--- src/rtl/regfile_reader_pkg.sv ---
// Shared defaults and FSM encoding for the register-file read-out engine.
// The default sizes match the register-file instance this block drains.
package regfile_reader_pkg;

  localparam int DEF_DATA_BIT = 48;
  localparam int DEF_REG_NUM  = 16;
  localparam int DEF_ADDR_NUM = 4;

  typedef enum logic [1:0] {
    IDLE  = 2'd0,
    FETCH = 2'd1,
    SEND  = 2'd2,
    DONE  = 2'd3
  } rd_state_e;

endpackage

--- src/rtl/regfile_reader_max.sv ---
// Running unsigned maximum of the accepted output beats.
// Cleared on an accepted start and updated on every handshake.
module regfile_reader_max
  import regfile_reader_pkg::*;
#(
  parameter int DATA_BIT = DEF_DATA_BIT
) (
  input  logic                clk,
  input  logic                rst_n,
  input  logic                clr,
  input  logic                upd,
  input  logic [DATA_BIT-1:0] data,
  output logic [DATA_BIT-1:0] max_val
);

  always_ff @(posedge clk or negedge rst_n) begin
    if (!rst_n) begin
      max_val <= '0;
    end else if (clr) begin
      max_val <= '0;
    end else if (upd && (data > max_val)) begin
      max_val <= data;
    end
  end

endmodule

--- src/rtl/regfile_reader.sv ---
// Sequential read-out engine: walks entries 0..len-1 and streams them on valid/ready.
// Optional running maximum on o_max is built only when READER_MAX_EN is defined.
//
// state | meaning
// IDLE  | waiting for i_start, outputs quiet
// FETCH | reading entry 0 into the output register
// SEND  | beat presented; prefetches entry ptr on each handshake
// DONE  | one-cycle o_done pulse
module regfile_reader
  import regfile_reader_pkg::*;
#(
  parameter int DATA_BIT = DEF_DATA_BIT,
  parameter int REG_NUM  = DEF_REG_NUM,
  parameter int ADDR_NUM = DEF_ADDR_NUM
) (
  input  logic                clk,
  input  logic                rst_n,
  input  logic                i_start,
  input  logic [ADDR_NUM:0]   i_count,
  output logic                o_busy,
  output logic [ADDR_NUM-1:0] o_rd_addr,
  input  logic [DATA_BIT-1:0] i_rd_data,
  output logic                o_valid,
  output logic [DATA_BIT-1:0] o_data,
  output logic                o_last,
  input  logic                i_ready,
  output logic                o_done,
  output logic [DATA_BIT-1:0] o_max
);

  localparam logic [ADDR_NUM:0] REG_NUM_C = (ADDR_NUM + 1)'(REG_NUM);
  localparam logic [ADDR_NUM:0] CNT_ONE   = (ADDR_NUM + 1)'(1);

  rd_state_e           state, state_nxt;
  logic [ADDR_NUM:0]   ptr, ptr_nxt;
  logic [ADDR_NUM:0]   idx, idx_nxt;
  logic [ADDR_NUM:0]   len, len_nxt;
  logic [ADDR_NUM:0]   len_clamp;
  logic [DATA_BIT-1:0] data_nxt;
  logic                valid_nxt;
  logic                last_nxt;
  logic                hshake;

  assign hshake    = o_valid & i_ready;
  assign len_clamp = (i_count > REG_NUM_C) ? REG_NUM_C : i_count;
  assign o_busy    = (state != IDLE);
  assign o_done    = (state == DONE);

  always_ff @(posedge clk or negedge rst_n) begin
    if (!rst_n) begin
      state   <= IDLE;
      ptr     <= '0;
      idx     <= '0;
      len     <= '0;
      o_data  <= '0;
      o_valid <= 1'b0;
      o_last  <= 1'b0;
    end else begin
      state   <= state_nxt;
      ptr     <= ptr_nxt;
      idx     <= idx_nxt;
      len     <= len_nxt;
      o_data  <= data_nxt;
      o_valid <= valid_nxt;
      o_last  <= last_nxt;
    end
  end

  always_comb begin
    state_nxt = state;
    ptr_nxt   = ptr;
    idx_nxt   = idx;
    len_nxt   = len;
    data_nxt  = o_data;
    valid_nxt = o_valid;
    last_nxt  = o_last;
    o_rd_addr = '0;
    case (state)
      IDLE: begin
        if (i_start) begin
          len_nxt   = len_clamp;
          ptr_nxt   = '0;
          idx_nxt   = '0;
          state_nxt = (len_clamp == '0) ? DONE : FETCH;
        end
      end
      FETCH: begin
        data_nxt  = i_rd_data;
        valid_nxt = 1'b1;
        ptr_nxt   = CNT_ONE;
        last_nxt  = (len == CNT_ONE);
        state_nxt = SEND;
      end
      SEND: begin
        // ptr == REG_NUM only while the final beat is held; no read is issued then
        if (ptr < REG_NUM_C) o_rd_addr = ptr[ADDR_NUM-1:0];
        if (hshake) begin
          if (o_last) begin
            valid_nxt = 1'b0;
            last_nxt  = 1'b0;
            state_nxt = DONE;
          end else begin
            data_nxt = i_rd_data;
            ptr_nxt  = ptr + CNT_ONE;
            idx_nxt  = idx + CNT_ONE;
            last_nxt = ((idx + CNT_ONE) == (len - CNT_ONE));
          end
        end
      end
      DONE: state_nxt = IDLE;
      default: state_nxt = IDLE;
    endcase
  end

`ifdef READER_MAX_EN
  logic start_acc;
  assign start_acc = (state == IDLE) & i_start;

  regfile_reader_max #(
    .DATA_BIT (DATA_BIT)
  ) u_max (
    .clk     (clk),
    .rst_n   (rst_n),
    .clr     (start_acc),
    .upd     (hshake),
    .data    (o_data),
    .max_val (o_max)
  );
`else
  assign o_max = '0;
`endif

endmodule

--- config.mk ---
export PLATFORM = sky130hd
export DESIGN_NAME = regfile_reader
export DESIGN_NICKNAME = d
export VERILOG_FILES = /design/src/rtl/regfile_reader_pkg.sv /design/src/rtl/regfile_reader_max.sv /design/src/rtl/regfile_reader.sv
export SDC_FILE = /design/constraint.sdc
export NUM_CORES = 1
export LEC_CHECK = 0
export ABC_AREA = 1
export CAP_MARGIN = 15
export CORE_MARGIN = 3
export CORE_UTILIZATION = 60
export CTS_CLUSTER_DIAMETER = 40
export CTS_CLUSTER_SIZE = 10
export DETAILED_ROUTE_END_ITERATION = 8
export DONT_BUFFER_PORTS = 1
export HOLD_SLACK_MARGIN = 0.12
export PLACE_DENSITY_LB_ADDON = 0.05
export SLEW_MARGIN = 0
export SYNTH_ARGS = -nofsm -noshare
export SYNTH_HDL_FRONTEND = slang
export SYNTH_HIERARCHICAL = 1
export SYNTH_SLANG_ARGS = --single-unit
--- constraint.sdc ---
create_clock -name clk -period 2.2 [get_ports clk]
set_clock_uncertainty 0.05 [all_clocks]
set_input_delay 0 -clock clk [delete_from_list [all_inputs] [get_ports clk]]
set_output_delay 0 -clock clk [all_outputs]
set_load 0.03 [all_outputs]
# Word-level counts from Yosys, hierarchy flattened
# Cells that the tools add are included.
dict set report word_totals {
  regBits 67
  output_inout_bits 104
  in_bits 57
}
dict set report classes {
  n_lt_le_gt_ge 2
  bitwise_logic 1
  muxes 24
  eq_ne 9
  n_reduce_logical 13
  addsub 3
}
# cell n
set ops {}
lappend ops {{$mux W48} 2}
lappend ops {{$pmux W48 S2} 1}
lappend ops {{$mux W5} 6}
lappend ops {{$pmux W5 S3} 1}
lappend ops {{$add A5 B1 Y5 const B} 2}
lappend ops {{$pmux W5 S2} 1}
lappend ops {{$reduce_and A3 Y1} 3}
lappend ops {{$mux W2} 4}
lappend ops {{$mux W4} 2}
lappend ops {{$ne A2 B2 Y1 const B} 4}
lappend ops {{$pmux W2 S4} 1}
lappend ops {{$reduce_and A4 Y1} 2}
lappend ops {{$reduce_bool A2 Y1} 3}
lappend ops {{$eq A5 B1 Y1 const B} 1}
lappend ops {{$eq A5 B5 Y1} 1}
lappend ops {{$gt A5 B5 Y1 const B} 1}
lappend ops {{$logic_not A5 Y1} 1}
lappend ops {{$lt A5 B5 Y1 const B} 1}
lappend ops {{$sub A5 B1 Y5 const B} 1}
lappend ops {{$eq A2 B2 Y1 const B} 2}
lappend ops {{$mux W1} 4}
lappend ops {{$pmux W1 S2} 2}
lappend ops {{$reduce_and A2 Y1} 2}
lappend ops {{$reduce_bool A3 Y1} 1}
lappend ops {{3 further kinds} 3}

# Longest topological paths before layout
# Gate-level depths: netlist (run 1).
dict set report depth {
  ltp_word 6
  ltp_mapped 11
  ltp_nobuf 11
}

# Least setup slack after synthesis (run 1)
# No wires, ideal clock.
dict set report synth_timing {
  kind {reg2reg}
  start {register state[0]}
  end {register ptr[3]}
  arrival_ps 1469
  path_stages_with_launch 10
  required_ps 2037
  n_path_buf 0
  slack_ps 568
  path_cell_list {dfrtp_1 > inv_1 > ha_1 > inv_1 > or2_1 > nand2_2 > nor2_4 > o21ai_0 > nand2_1 > inv_1}
}
dict set report synth_via {
  elab_chain_cells 3
  elab_cells_between_ends 9
  cone_classes {eq/ne (5); mux (1); reduce/logical (3)}
}
# element line
set synth_rtl {}
lappend synth_rtl {{from (decl)} regfile_reader.sv:34} ;# rd_state_e state, state_nxt;
lappend synth_rtl {{from (signal assigned)} regfile_reader.sv:59} ;# state <= state_nxt;
lappend synth_rtl {{$eq A2 B2 Y1 (tied with other cells)} regfile_reader.sv:78} ;# case (state)
lappend synth_rtl {{$ne A2 B2 Y1 (no source line) or $reduce_bool A3 Y1 (tied branches)} --}
lappend synth_rtl {{$reduce_and A4 Y1 (no source line)} --}
lappend synth_rtl {{to (signal assigned)} regfile_reader.sv:60} ;# ptr <= ptr_nxt;
lappend synth_rtl {{to (decl)} regfile_reader.sv:35} ;# logic [ADDR_NUM:0] ptr, ptr_nxt;
# Several ways; a longest one is shown, not always the timed one.
# A chain may end at the register's enable or synchronous reset.

# Final worst setup path (run 1)
dict set report layout_timing {
  start {register state[1]}
  end {register state[1]}
}
dict set report layout_via {
  elab_chain_cells 3
  elab_cells_between_ends 9
  cone_classes {eq/ne (6); mux (1); reduce/logical (2)}
}
# element line
set layout_rtl {}
lappend layout_rtl {{$eq A2 B2 Y1 or $logic_not A2 Y1 (tied branches)} regfile_reader.sv:78}
lappend layout_rtl {{$ne A2 B2 Y1 (no source line)} --}
lappend layout_rtl {{$reduce_and A3 Y1 (no source line)} --}
# Several ways; a longest one is shown, not always the timed one.

==> results of run 1 <==
## layout by cell type, fill, tap and decap left out, types with 3 or more instances in the layout
master	n
a21oi_1	3
clkbuf_8	11
conb_1	48
dfrtp_1	67
dlygate4sd3_1	66
ha_1	7
inv_1	76
nand2_1	107
nand3_1	12
nand4_1	4
nor2_1	14
nor3_1	3
o21ai_0	24
o21ai_1	40
## registers in the layout, indices dropped and copies added (netlist names)
name     count
idx          5
len          5
o_data      48
o_last       1
o_valid      1
ptr          5
state        2
## how the worst max path moves through the flow
| stage | from | endpoint | cells after the start |
|---|---|---|---|
| final | state[1] | state[1] | 8 |
| after global routing | state[1] | state[1] | 8 |
| after CTS | state[0] | o_data[13] | 6 |
| after detailed placement | state[0] | o_data[24] | 7 |
| after global placement | state[0] | o_data[24] | 7 |
| after floorplan | state[0] | ptr[3] | 9 |
## final cells by class
type                    count  area, sq um
flip-flops and latches     67         1677
multi-input cells         279         1315
fillers                   412         1290
repair buffers             71        743.2
inverters                  77        289.0
clock buffers              12        155.1
well taps                  72        90.09
clock inverters             4        48.80
## worst reg2reg max path, cell delays in order, from the launching register on
cell,delay [ns]
dfrtp_1,0.41
inv_1,0.14
ha_2,0.24
inv_1,0.06
or2_1,0.26
nand3_2,0.12
nor2_1,0.05
a22oi_1,0.14
dlygate4sd3_1,0.57
## through the flow
step | cell area [sq um] | instances | total power [mW] | util
2_1_floorplan | 3719 | 483 | 5.147 | -
3_3_place_gp | 3413 | 499 | 5.467 | 0.6087
3_5_place_dp | 3413 | 499 | 5.567 | 0.6087
4_1_cts | 4305 | 582 | 6.870 | 0.7677
5_1_grt | 4318 | 582 | 7.456 | 0.7700
6_report | 4318 | 582 | 6.940 | 0.7700
## report_power, final
part / internal [mW] / switching (mW)
Combinational: 1.04 / 1.69
Sequential: 1.79 / 1.37
Clock: 0.584 / 0.464
## layer usage
| layer | vias to the layer above | track usage | wire [um] | part of all wire |
|---|---|---|---|---|
| met3 | 19 | 0.06250 | 630 | 0.075 |
| met4 | 0 | 0.1055 | 209 | 0.025 |
| met2 | 123 | 0.4395 | 4376 | 0.52 |
| met5 | - | 0 | 0 | 0 |
| li1 | 1380 | - | - | - |
| met1 | 1320 | 0.2910 | 3230 | 0.38 |
## kinds of logic after synthesis
| logic type | count (synthesis) | share of synthesized area |
|---|---|---|
| compound gates | 72 | 0.1081 |
| xor+xnor | 3 | 0.007419 |
| fa+ha+maj | 9 | 0.03179 |
| buf+inv | 137 | 0.2088 |
| flops | 67 | 0.4733 |
| other cells | 1 | 0.001059 |
| simple gates | 147 | 0.1696 |
## what timing repair did
item                                   CTS  global route
setup endpoints to repair                0             7
hold buffers                            67             0
endpoints found under the hold margin  123             0
setup buffers                            0             0
resized for setup                        0             4
==> flow_metrics.tcl, run 1 <==
set metrics [dict create \
    rsz0062_at_grt "false" \
    clk_pin_slew_ns 0.07 \
    grt_max_degree 68 \
    path_cells "inv_1, ha_2, inv_1, or2_1, nand3_2, nor2_1, a22oi_1, dlygate4sd3_1" \
    cpPeakStageDelay_ns 0.57 \
    slew_headroom 0.6231 \
    portBuffers 0 \
    leakagePower_nw 2.271 \
    finalWorstSetupSlack_ns 0.1028 \
    whs_ns 0.1581 \
    layout-drive-gt1-share 0.05882 \
    pin_count 161 \
    yosysSeqAreaShare 0.4733 \
    grt_pass1_wl_um 13900 \
    layout.nets 571 \
    ys_ff_latch 67 \
    outcome "finished clean" \
    dr.pass1.iters 4 \
    yosysTopAreaCell "dfrtp_1" \
    maxSlewViolCount 0 \
    ant_nets 0 \
    clock_sinks 67 \
    synthTopCellsByArea "dfrtp_1 (47%), nand2_1 (11%), buf_4 (10%), inv_1 (8.1%), o21ai_1 (5.7%)" \
    synthCells 436 \
    r2r-start "state[1]" \
    critical_path.startpoint_type "flip-flop" \
    setup_viol 0 \
    syn_to_final_growth_pct 21.90 \
    postRouteWirelength_um 8446 \
    syn_area_sq_mm 0.003542 \
    setup_tns_ns 0 \
    globalRouteTotalUtil 0.2507 \
    yosysMostFrequentCell "nand2_1" \
    antenna_found_initial 0 \
    r2r-end "state[1]" \
    fp-row-count 27 \
    wire_per_inst_um 14.51 \
    cp-end-kind "flip-flop" \
    syn_avg_cell_area_sq_um 8.124 \
    tightest_slew_ns 0.5632 \
    routabilityCongestion 0.8191 \
    min_period_ns 2.097 \
    async_flop_share 1.000 \
    core-area_sq_mm 0.005608 \
    crit_type "reg -> reg" \
    start_util 0.6316 \
    ff2ff_setup_slack_ns 0.10 \
    dp_slack_ns 0.3451 \
    yosys_warnings 6 \
    critPathRequiredTime_ns 2.42 \
    cp_max_fo 4 \
    timing.critical_path.mode_cell "inv_1" \
    clockBufferDepth 2 \
    grt_pass1_vias 2886 \
    max_freq_ghz 0.4768 \
    h-tree-depth 3 \
    via_per_inst 4.883 \
    critPathTopFamily "buffers and inverters" \
    die_h_um 82.84 \
    n_antenna_cell 0 \
    cp_slowest_cell "dlygate4sd3_1" \
    power.density_mw_per_mm2 1607 \
    drt-initial-drc-count 140 \
    hold_path.class "in -> async" \
    peakVddDrop_v 0.0008996 \
    drc 0 \
    synth_edf_count 0 \
    netlist.area_leader.share 0.4733 \
    dieArea_sq_mm 0.006862 \
    cp.arrival_ns 2.31 \
    place_hpwl_um 5280 \
    clock_latency_ns 0.33 \
    drv_cap 0 \
    final.period_utilization 0.9533 \
    cts_root_buf "clkbuf_8" \
    die_w_um 82.84 \
    ys.flop_type "dfrtp_1" \
    vias 2842 \
    reg2reg_depth 8 \
    synth_top_cells_by_count "nand2_1 (107), inv_1 (76), dfrtp_1 (67), buf_4 (49), o21ai_1 (40)" \
    crit_buf_inv 3 \
    cts_tree "yes" \
    overflow 0 \
    synthDistinctLibCells 29 \
    hold_viol_final 0 \
    cts_buffers 9 \
]
(Power assumes the default switching activity.)
==> inputs of run 2 (changes only) <==
--- a/config.mk
+++ b/config.mk
@@ -8,7 +8,7 @@
 export ABC_AREA = 1
 export CAP_MARGIN = 15
 export CORE_MARGIN = 3
-export CORE_UTILIZATION = 60
+export CORE_UTILIZATION = 55
 export CTS_CLUSTER_DIAMETER = 40
 export CTS_CLUSTER_SIZE = 10
 export DETAILED_ROUTE_END_ITERATION = 8
==> flow_metrics.tcl, run 2 (same netlist as run 1, synthesis figures left out) <==
set metrics [dict create \
    clock_latency_ns 0.33 \
    dr.pass1.iters 4 \
    die_w_um 86.25 \
    grt_pass1_wl_um 12950 \
    portBuffers 0 \
    setup_viol 0 \
    timing.critical_path.mode_cell "inv_1" \
    cp_slowest_cell "dlygate4sd3_1" \
    clk_pin_slew_ns 0.08 \
    cts_root_buf "clkbuf_8" \
    n_antenna_cell 0 \
    power.density_mw_per_mm2 1572 \
    syn_to_final_growth_pct 20.42 \
    globalRouteTotalUtil 0.2198 \
    maxSlewViolCount 0 \
    dp_slack_ns 0.4988 \
    final.period_utilization 0.9763 \
    rsz0062_at_grt "true" \
    layout.nets 569 \
    largest_register "o_data" \
    leakagePower_nw 2.240 \
    clockBufferDepth 2 \
    n_fill_cell 489 \
    via_per_inst 4.710 \
    final_common_cell "nand2_1" \
    die_h_um 86.25 \
    vias 2746 \
    min_period_ns 2.148 \
    placed_area_sq_mm 0.003417 \
    fp-row-count 28 \
    pin_count 161 \
    cp_max_fo 4 \
    ff2ff_setup_slack_ns 0.05 \
    reg2reg_depth 8 \
    dieArea_sq_mm 0.007439 \
    cp-end-kind "flip-flop" \
    core-area_sq_mm 0.006061 \
    drc 0 \
    grt_pass1_vias 2581 \
    r2r-start "state[0]" \
    tightest_slew_ns 0.5473 \
    start_util 0.5844 \
    cp.arrival_ns 2.36 \
    r2r-end "state[1]" \
    outcome "finished clean" \
    path_cells "inv_1, ha_1, inv_1, or2_1, nand3_1, nor2_1, a22oi_1, dlygate4sd3_1" \
    max_freq_ghz 0.4656 \
    h-tree-depth 3 \
    clock_sinks 67 \
    slew_headroom 0.6338 \
    grt_max_degree 68 \
    critical_path.startpoint_type "flip-flop" \
    finalWorstSetupSlack_ns 0.05214 \
    largest_reg_flops 48 \
    hold_path.class "in -> async" \
    overflow 0 \
    final_cell_mix "nand2_1 (107), inv_1 (76), dfrtp_1 (67), dlygate4sd3_1 (64), conb_1 (48)" \
    ant_nets 0 \
    routabilityCongestion 0.8075 \
    wire_per_inst_um 14.06 \
    place_hpwl_um 5271 \
    drv_cap 0 \
    postRouteWirelength_um 8196 \
    cts_tree "yes" \
    critPathRequiredTime_ns 2.42 \
    cts_buffers 9 \
    antenna_found_initial 0 \
    drt-initial-drc-count 151 \
    final_area_sq_mm 0.004265 \
    peakVddDrop_v 0.0008773 \
    cpPeakStageDelay_ns 0.57 \
    post-cts-setup-buffer-count 0 \
    layout-drive-gt1-share 0.05709 \
    hold_viol_final 0 \
    crit_type "reg -> reg" \
]
run 2: what timing repair did:
item	CTS	global route
endpoints found under the hold margin	128	0
setup endpoints to repair	0	5
gates resized for setup	0	2
hold buffers	65	0
run 2: layout make-up:
| type | count | area [sq um] | share of cell area |
|---|---|---|---|
| Multi-Input combinational cell | 279 | 1308 | 0.3065 |
| Clock buffer | 9 | 123.9 | 0.02904 |
| Sequential cell | 67 | 1677 | 0.3931 |
| Clock inverter | 7 | 51.30 | 0.01203 |
| Tap cell | 75 | 93.84 | 0.02200 |
| Inverter | 77 | 289.0 | 0.06776 |
| Timing Repair Buffer | 69 | 723.2 | 0.1696 |
run 2: critical path: cells and delay by family, from the launching register on:
family	cells	cell delay (ns)
simple gates	3	0.46
buf+inv	3	0.79
compound gates	1	0.14
fa+ha+maj	1	0.24
flops	1	0.41
run 2: per-layer routing:
layer  track usage  share of wire
met3       0.05418          0.082
met1        0.2679           0.40
met2        0.3777           0.50
met5             0              0
met4       0.08215          0.012
run 2: metrics by stage:
step | TNS (ns) | util | instances | total power [mW] | hold slack, ns
3_5_place_dp | 0 | 0.5638 | 502 | 5.563 | -0.3442
2_1_floorplan | 0 | - | 483 | 5.147 | -0.3456
5_1_grt | -0.06072 | 0.7038 | 583 | 7.212 | 0.1879
4_1_cts | 0 | 0.7029 | 583 | 6.711 | 0.1377
6_report | 0 | 0.7038 | 583 | 6.707 | 0.1655
3_3_place_gp | 0 | 0.5638 | 502 | 5.485 | -0.3439
run 2: worst max-delay path by stage:
| stage | to | from |
|---|---|---|
| after detailed placement | o_data[16] | state[0] |
| after CTS | state[1] | state[0] |
| final | state[1] | state[0] |
| after global placement | o_data[13] | state[0] |
| after floorplan | ptr[3] | state[0] |
| after global routing | state[1] | state[0] |
run 2: power breakdown:
group	total (mW)	internal (mW)	leakage [nW]	switching [mW]
logic	2.65	0.986	1.32	1.66
clock network	0.901	0.414	0.0860	0.487
registers	3.16	1.79	0.835	1.37
